--- config.mk ---
export PLATFORM = sky130hd
export DESIGN_NAME = rv32i_mem_arbiter
export DESIGN_NICKNAME = d
export VERILOG_FILES = /design/src/rtl/rv32i_mem_arbiter.sv
export SDC_FILE = /design/constraint.sdc
export NUM_CORES = 1
export LEC_CHECK = 0
export ABC_AREA = 1
export CAP_MARGIN = 30
export CORE_AREA = 2 2 107 109
export DETAILED_ROUTE_END_ITERATION = 8
export DIE_AREA = 0 0 109 111
export GPL_ROUTABILITY_DRIVEN = 0
export GPL_TIMING_DRIVEN = 0
export PLACE_DENSITY = 0.66
export SYNTH_ARGS = -nofsm -noshare
export SYNTH_HDL_FRONTEND = slang
export SYNTH_SLANG_ARGS = --single-unit
--- constraint.sdc ---
create_clock -name clk -period 1.9 [get_ports clk]
set_clock_uncertainty 0.05 [all_clocks]
set_input_delay 0.57 -clock clk [delete_from_list [all_inputs] [get_ports clk]]
set_output_delay 0.57 -clock clk [all_outputs]
set_load 0.05 [all_outputs]
--- src/rtl/rv32i_mem_arbiter.sv ---
// Arbitrates one single-ported synchronous memory between instruction fetch and
// load/store, with a fetch starvation guard and a source-tagged read-return pipeline.
module rv32i_mem_arbiter #(
    parameter int ADDR_W     = 32,
    parameter int READ_LAT   = 1,
    parameter int STARVE_MAX = 4
) (
    input  logic              clk,
    input  logic              rst_n,
    input  logic              if_req,
    input  logic [ADDR_W-1:0] if_addr,
    output logic              if_gnt,
    output logic              if_rvalid,
    output logic [31:0]       if_rdata,
    input  logic              d_req,
    input  logic              d_we,
    input  logic [ADDR_W-1:0] d_addr,
    input  logic [31:0]       d_wdata,
    input  logic [3:0]        d_be,
    output logic              d_gnt,
    output logic              d_rvalid,
    output logic [31:0]       d_rdata,
    input  logic              mem_ready,
    output logic              mem_en,
    output logic              mem_we,
    output logic [ADDR_W-1:0] mem_addr,
    output logic [31:0]       mem_wdata,
    output logic [3:0]        mem_be,
    input  logic [31:0]       mem_rdata,
    output logic              busy
);

    localparam int SW = $clog2(STARVE_MAX + 1);
    localparam logic [SW-1:0] STREAK_TOP = SW'(STARVE_MAX);

    typedef enum logic {
        SRC_IF = 1'b0,
        SRC_D  = 1'b1
    } src_e;

    logic [SW-1:0]       streak;
    logic [SW-1:0]       streak_nxt;
    logic [READ_LAT-1:0] vld;
    src_e                src_pipe [READ_LAT];
    logic                fetch_wins;
    logic                rd_push;
    src_e                rd_src;

    // Grants are masked during reset so every output reads 0 while rst_n is low.
    always_comb begin
        fetch_wins = if_req && (!d_req || (streak == STREAK_TOP));
        if_gnt     = rst_n && mem_ready && fetch_wins;
        d_gnt      = rst_n && mem_ready && d_req && !fetch_wins;
        mem_en     = if_gnt | d_gnt;
        mem_we     = d_gnt & d_we;
        mem_addr   = '0;
        mem_wdata  = '0;
        mem_be     = '0;
        if (if_gnt) begin
            mem_addr = if_addr;
            mem_be   = '1;
        end else if (d_gnt) begin
            mem_addr  = d_addr;
            mem_wdata = d_wdata;
            mem_be    = d_be;
        end
        rd_push = if_gnt | (d_gnt & ~d_we);
        rd_src  = d_gnt ? SRC_D : SRC_IF;
    end

    always_comb begin
        streak_nxt = streak;
        if (!if_req || if_gnt) begin
            streak_nxt = '0;
        end else if (d_gnt && (streak != STREAK_TOP)) begin
            streak_nxt = streak + 1'b1;
        end
    end

    always_ff @(posedge clk or negedge rst_n) begin
        if (!rst_n) begin
            streak <= '0;
        end else begin
            streak <= streak_nxt;
        end
    end

    always_ff @(posedge clk or negedge rst_n) begin
        if (!rst_n) begin
            vld <= '0;
            for (int unsigned i = 0; i < READ_LAT; i++) begin
                src_pipe[i] <= SRC_IF;
            end
        end else begin
            vld[0]      <= rd_push;
            src_pipe[0] <= rd_src;
            for (int unsigned i = 1; i < READ_LAT; i++) begin
                vld[i]      <= vld[i-1];
                src_pipe[i] <= src_pipe[i-1];
            end
        end
    end

    always_comb begin
        if_rvalid = vld[READ_LAT-1] && (src_pipe[READ_LAT-1] == SRC_IF);
        d_rvalid  = vld[READ_LAT-1] && (src_pipe[READ_LAT-1] == SRC_D);
        if_rdata  = if_rvalid ? mem_rdata : '0;
        d_rdata   = d_rvalid ? mem_rdata : '0;
        busy      = |vld;
    end

endmodule
==> summary.md <==
| Metric | Value |
|---|---|
| Status | complete, but fails checks |
| Failing checks | negative setup slack |
| Most frequent cells in the layout | buf_6, clkdlybuf4s50_1, nor2_4 |
| Rows | 39 |
| Synth Net Count | 472 |
| Fin crit share | 126% |
| Crit Reg-Reg Endpoint | streak[0] |
| Maxcap violations | 0 |
| Routed Antenna Nets | 0 |
| CP Class | register to output pin |
| DR DRC count | 0 |
| Final hold vios | 0 |
| Hold Path Class | primary input to asynchronous set/reset pin |
| Core region area | 11100 sq um |
| Final Net Count | 853 |
| Post-synth top area share | 22.5% |
| Cells on worst reg2reg path | 16 |
| DRT Pass-1 Iters | 4 |
| Flop-to-flop setup slack | -0.22 ns |
| Share of layout cells above drive strength 1 | around two thirds |
| Die extent in y | 111 um |
| CP max FO | 5 |
| Most common cell after layout, fill and taps aside | buf_6 |
| Wirelength, routed | 13100 um |
| Cell count after synthesis | 332 |
| First-pass GRT wire length | 18200 um |
| CTS clk-pin slew, worst paths | approximately 0.030 ns |
| Hold-fix buffers at CTS | 0 |
| Max_slew headroom | 65.6% |
| Wire per inst | ~15 um |
| Initial Util | 16.4% |
| PD cells | approximately 240 nW/um^2 |
| Vias in the first global route | 3697 |
| CP Data Required Time | about 1.3 ns |
| CTS Buf Count | 3 |
| CTS H-tree depth | 1 |
| Clk_lat worst skew | 0.22 ns |
| Netlist cell types | 21 |
| Critical Path Source Type | register |
| Grt total ovfl | 0 |
| Antenna violations before repair | 0 |
| Static leakage | 0.00350 uW |
| Pins Over Slew Limit | 0 |
| Yosys reg bits | 5 |
| WP data arrival | 1.77 ns |
| Die Wd | 109 um |
| Syn Std Cell Area | 1820 sq um |
| RSZ-0062 raised after global routing | true |
| Total GRT Usage | 18.8% |
| CTS tree | yes |
| Clk Tree Root Cell | clkbuf_16 |
| Iter 0 DRT Violations | ~140 |
| Sequential area share after synthesis | 6.88% |
| CP startpoint | streak[0] |
| DP HPWL | 8530 um |
| I/O pins | 277 |
| Finished Core Util | 70.0% |
| Via/cell ratio | 4.15 |
| Area leader, netlist | inv_1 |
| # setup viols final | roughly 130 |
| Final WS setup | -0.485 ns |
| Layout area overhead | 326% |
| Yosys warns | 0 |
| Max VDD drop | 302 uV |
| Pre-CTS WS | -1.66 ns |
| Reg2reg start | streak[0] |
| CTS max path bufs | 2 |
| Via count | approximately 3500 |
| Area contributors post-synth | inv_1, nor2_1, nand3_2 |
| Synthesized area per cell | 5.48 sq um |
| Max Freq | 0.419 GHz |
| Sink Count | 5 |
| Minimum clock period | 2.39 ns |
| Die area | 12100 sq um |
| Critical path capture point type | output pin |
| Largest net degree at the start of global routing | 11 |
| Worst slew pin tran | 0.518 ns |
| Ant. Diodes | 0 |
| IO Port Bufs | 275 |
==> power by group <==
part	total, uW	leakage [uW]	switching, uW	internal, uW
Sequential	114	0.0000655	3.02	111
Combinational	1430	0.00340	730	702
Clock	341	0.0000382	63.1	278
==> routing by layer <==
layer | global-route usage, % | wire, um | vias to the layer above
li1 | - | - | 1713
met1 | 18.1 | 4220 | 1639
met3 | 4.41 | 1090 | 22
met2 | 38.3 | 7490 | 170
met4 | 4.79 | 264 | 0
met5 | 0 | 0 | -
==> critical path, cell delays in order (launching register included) <==
cell and delay, ns:
dfrtp_1 0.39, inv_2 0.09, ha_4 0.14, nand2_4 0.06, nand2_8 0.09, nand3_4 0.10, buf_4 0.16, buf_12 0.14
o21ai_4 0.19, buf_8 0.17
==> per-stage QoR <==
stage | power (uW) | std cells | cell area [sq um] | setup TNS (ns) | hold slack, ns
6_report | 1890 | 855 | 7750 | -31.74 | 0.208
2_1_floorplan | 743 | 332 | 2850 | -16.35 | 0.224
5_1_grt | 1970 | 855 | 7750 | -39.05 | 0.206
3_5_place_dp | 1220 | 750 | 5780 | -160.35 | 0.459
3_3_place_gp | 1210 | 750 | 5780 | -158.39 | 0.443
4_1_cts | 1810 | 837 | 7260 | -31.05 | 0.203
==> how the worst max path moves through the flow <==
stage / cells after the start / to
3_3_place_gp: 8 / mem_addr[30]
3_5_place_dp: 8 / mem_addr[29]
5_1_grt: 9 / mem_addr[10]
6_report: 9 / mem_addr[10]
2_1_floorplan: 5 / if_rdata[10]
4_1_cts: 9 / mem_addr[6]
==> layout make-up <==
type | count | area (sq um)
inverters | 110 | 425
clock buffers | 4 | 78.8
multi-input cells | 197 | 2240
well taps | 143 | 179
flip-flops and latches | 5 | 128
fillers | 760 | 3330
plain buffers | 20 | 390
repair buffers | 376 | 4310
==> registers in the layout, indices dropped and copies added (netlist names) <==
| signal | cells |
|---|---|
| busy | 1 |
| src_pipe | 1 |
| streak | 3 |
==> what timing repair did <==
| action | 4_1_cts | 5_1_grt |
|---|---|---|
| endpoints found under the setup margin | 141 | 137 |
| pin swaps | 31 | 30 |
| cloned | 7 | 4 |
| buffers inserted | 77 | 18 |
| resized for setup | 1142 | 75 |
==> Yosys cell counts <==
cell / number
o21ai_1: 2
dfrtp_1: 5
nor2_1: 99
nand4_1: 2
o211ai_1: 1
nand2_2: 2
clkbuf_8: 1
o21ai_2: 23
nand2_4: 1
nor2_4: 1
o21ai_0: 7
nand3_2: 23
nand2_1: 22
buf_12: 4
inv_2: 1
ha_1: 2
buf_2: 6
buf_6: 7
inv_1: 109
nand3_1: 11
clkbuf_1: 3
==> cell families after synthesis <==
logic type | count (synthesis) | synth area share, %
and+or+nand+nor | 161 | 43.3
DFF | 5 | 6.88
buffers and inverters | 131 | 34.5
adders and majority gates | 2 | 1.38
AOI/OAI and AO/OA | 33 | 14.0
No activity file was read; power rests on OpenSTA's default activity.
==> edit (same settings) <==
Change the parameter `STARVE_MAX` from 4 to 8.
--- a/src/rtl/rv32i_mem_arbiter.sv
+++ b/src/rtl/rv32i_mem_arbiter.sv
@@ -3,7 +3,7 @@
 module rv32i_mem_arbiter #(
     parameter int ADDR_W     = 32,
     parameter int READ_LAT   = 1,
-    parameter int STARVE_MAX = 4
+    parameter int STARVE_MAX = 8
 ) (
     input  logic              clk,
     input  logic              rst_n,
Behaviour: not the same (a bounded check fails within 10 cycles, from zero or initial values and one cycle with rst_n low).
==> edit against the unedited design <==
  * The flow still finishes with violations (setup timing)
  * Via count grew 6.6%
  * Setup slack improved by 0.74 ps
  * Area after synthesis down 3.6%
  * Global-route usage grew 2.5 points
  * Design area grew 5.3%
  * Cell count up 0.35%
  * Die area did not move
  * Sequential cell count rose by 1
  * Power is 7.1% higher
  * Routed wire length is 5.9% higher
  * Critical path type unchanged
  * Largest cell class unchanged
  * Largest power group unchanged
  * Highest routed layer unchanged
==> edit: results (changes against the unedited design) <==
Route
The met1 wire length is 4280 µm (was 4220 µm). The via total after detailed routing is 3,778 (was 3,544). The total wire length is 13,800 µm (was 13,100 µm).

The routed wire length on met2 is 7910 µm (was 7490 µm). The met3 wire length came to 1130 µm (was 1090 µm). The mean number of vias per cell is 4.40 (was 4.15). The number of violations reported at the end of detailed-routing iteration 0 is 136 (was 143).

Layout
The number of nets in the layout is 856 (was 853). The layout cell share with drive strength beyond 1 is 67.4% (about the same). The number of flip-flops in the largest register is 4 (was 3).

Power
The power drawn by the combinational cells is 0.00153 W (was 0.00143 W). The clock network power share is 17.6% (was 18.1%). The peak supply drop is 0.182 mV (was 0.302 mV). The net switching power figure is 0.000862 W (was 0.000796 W). The static leakage power is 3.48 nW (was 3.50 nW). The power share of the combinational group is 75.7% (was 75.9%).

Critical path
The register-to-register path setup slack is 260 ps (was -220 ps). The destination of the worst register-to-register timing path is src_pipe$_DFF_PN0_ (was streak[0]$_DFFE_PN0P_). The depth of the most critical reg-to-reg path is 10 (was 16). The highest fanout seen on the critical path is 7 (was 5).

Run status
Run status: finished with violations (unchanged). Failing checks: setup timing (unchanged).

Yosys
The number of different library cells in the post-synthesis netlist is 22 (was 21). Top area cells in the synthesized netlist: sky130_fd_sc_hd__nor2_1 18%, sky130_fd_sc_hd__inv_1 16%, sky130_fd_sc_hd__nand4_1 12%, sky130_fd_sc_hd__nand2_1 12%, sky130_fd_sc_hd__nand3_1 10% (was sky130_fd_sc_hd__inv_1 23%, sky130_fd_sc_hd__nor2_1 20%, sky130_fd_sc_hd__nand3_2 13%, sky130_fd_sc_hd__o21ai_2 11%, sky130_fd_sc_hd__dfrtp_1 6.9%). The synthesized area divided by synthesized cell count is 5.04 µm² (was 5.48 µm²). The fraction of the mapped netlist area in compound gates came to 1.86% (was 14.0%). The portion of the post-synthesis area used by sequential elements is 8.57% (was 6.88%). The net count after synthesis came to 488 (was 472).

Post-synth top cells: 82 x sky130_fd_sc_hd__nor2_1, 74 x sky130_fd_sc_hd__inv_1, 55 x sky130_fd_sc_hd__nand2_1 (was 109 x sky130_fd_sc_hd__inv_1, 99 x sky130_fd_sc_hd__nor2_1, 23 x sky130_fd_sc_hd__nand3_2, 23 x sky130_fd_sc_hd__o21ai_2, 22 x sky130_fd_sc_hd__nand2_1). The adder-cell share of the synthesized area is 1.43% (was 1.38%).

Place
The number of buffers added on ports is 276 (was 275). The worst setup slack after placement is -1860 ps (was -1660 ps). The number of placed cells counting well taps is 767 (was 750).

STA
The worst-case headroom to the max-slew limit is 77.9% (was 65.6%). The final setup violation count is 119 (was 131). The total negative slack for setup checks is -32,220 ps (was -31,740 ps).

The post-layout worst setup margin is -484 ps (was -485 ps).

GRT
The met2 track utilization from global routing is 41.7% (was 38.3%). The global routing usage summed across all routing layers is 21.3% (was 18.8%). The first-pass GRT wire length came to 20,300 µm (was 18,200 µm). The met1 layer usage reported by global route is 21.5% (was 18.1%).

The global routing usage on met3 is 4.12% (was 4.41%).
[edit: cell count changes after synthesis, moves of 6 or more]
cell	before	now
sky130_fd_sc_hd__inv_1	109	74
sky130_fd_sc_hd__nand2_1	22	55
sky130_fd_sc_hd__nand3_1	11	35
sky130_fd_sc_hd__nand3_2	23	1
sky130_fd_sc_hd__nand4_1	2	34
sky130_fd_sc_hd__nor2_1	99	82
sky130_fd_sc_hd__nor2_2	0	20
sky130_fd_sc_hd__o21ai_0	7	1
sky130_fd_sc_hd__o21ai_2	23	0
[edit: through the flow]
stage               instance area (µm²)  hold WS, ps
CTS                                8030          199
global placement                   6320          496
detailed placement                 6320          496
floorplan                          3380          224
finish                             8160          198
global route                       8160          206
[edit: area by class of cell]
| cell class | instances | area share [%] |
|---|---|---|
| multi-input cells | 239 | 34.1 |
| inverters | 77 | 3.75 |
| plain buffers | 21 | 4.11 |
| flip-flops and latches | 6 | 1.87 |
| repair buffers | 368 | 53.1 |
| clock buffers | 4 | 0.966 |
| well taps | 143 | 2.19 |
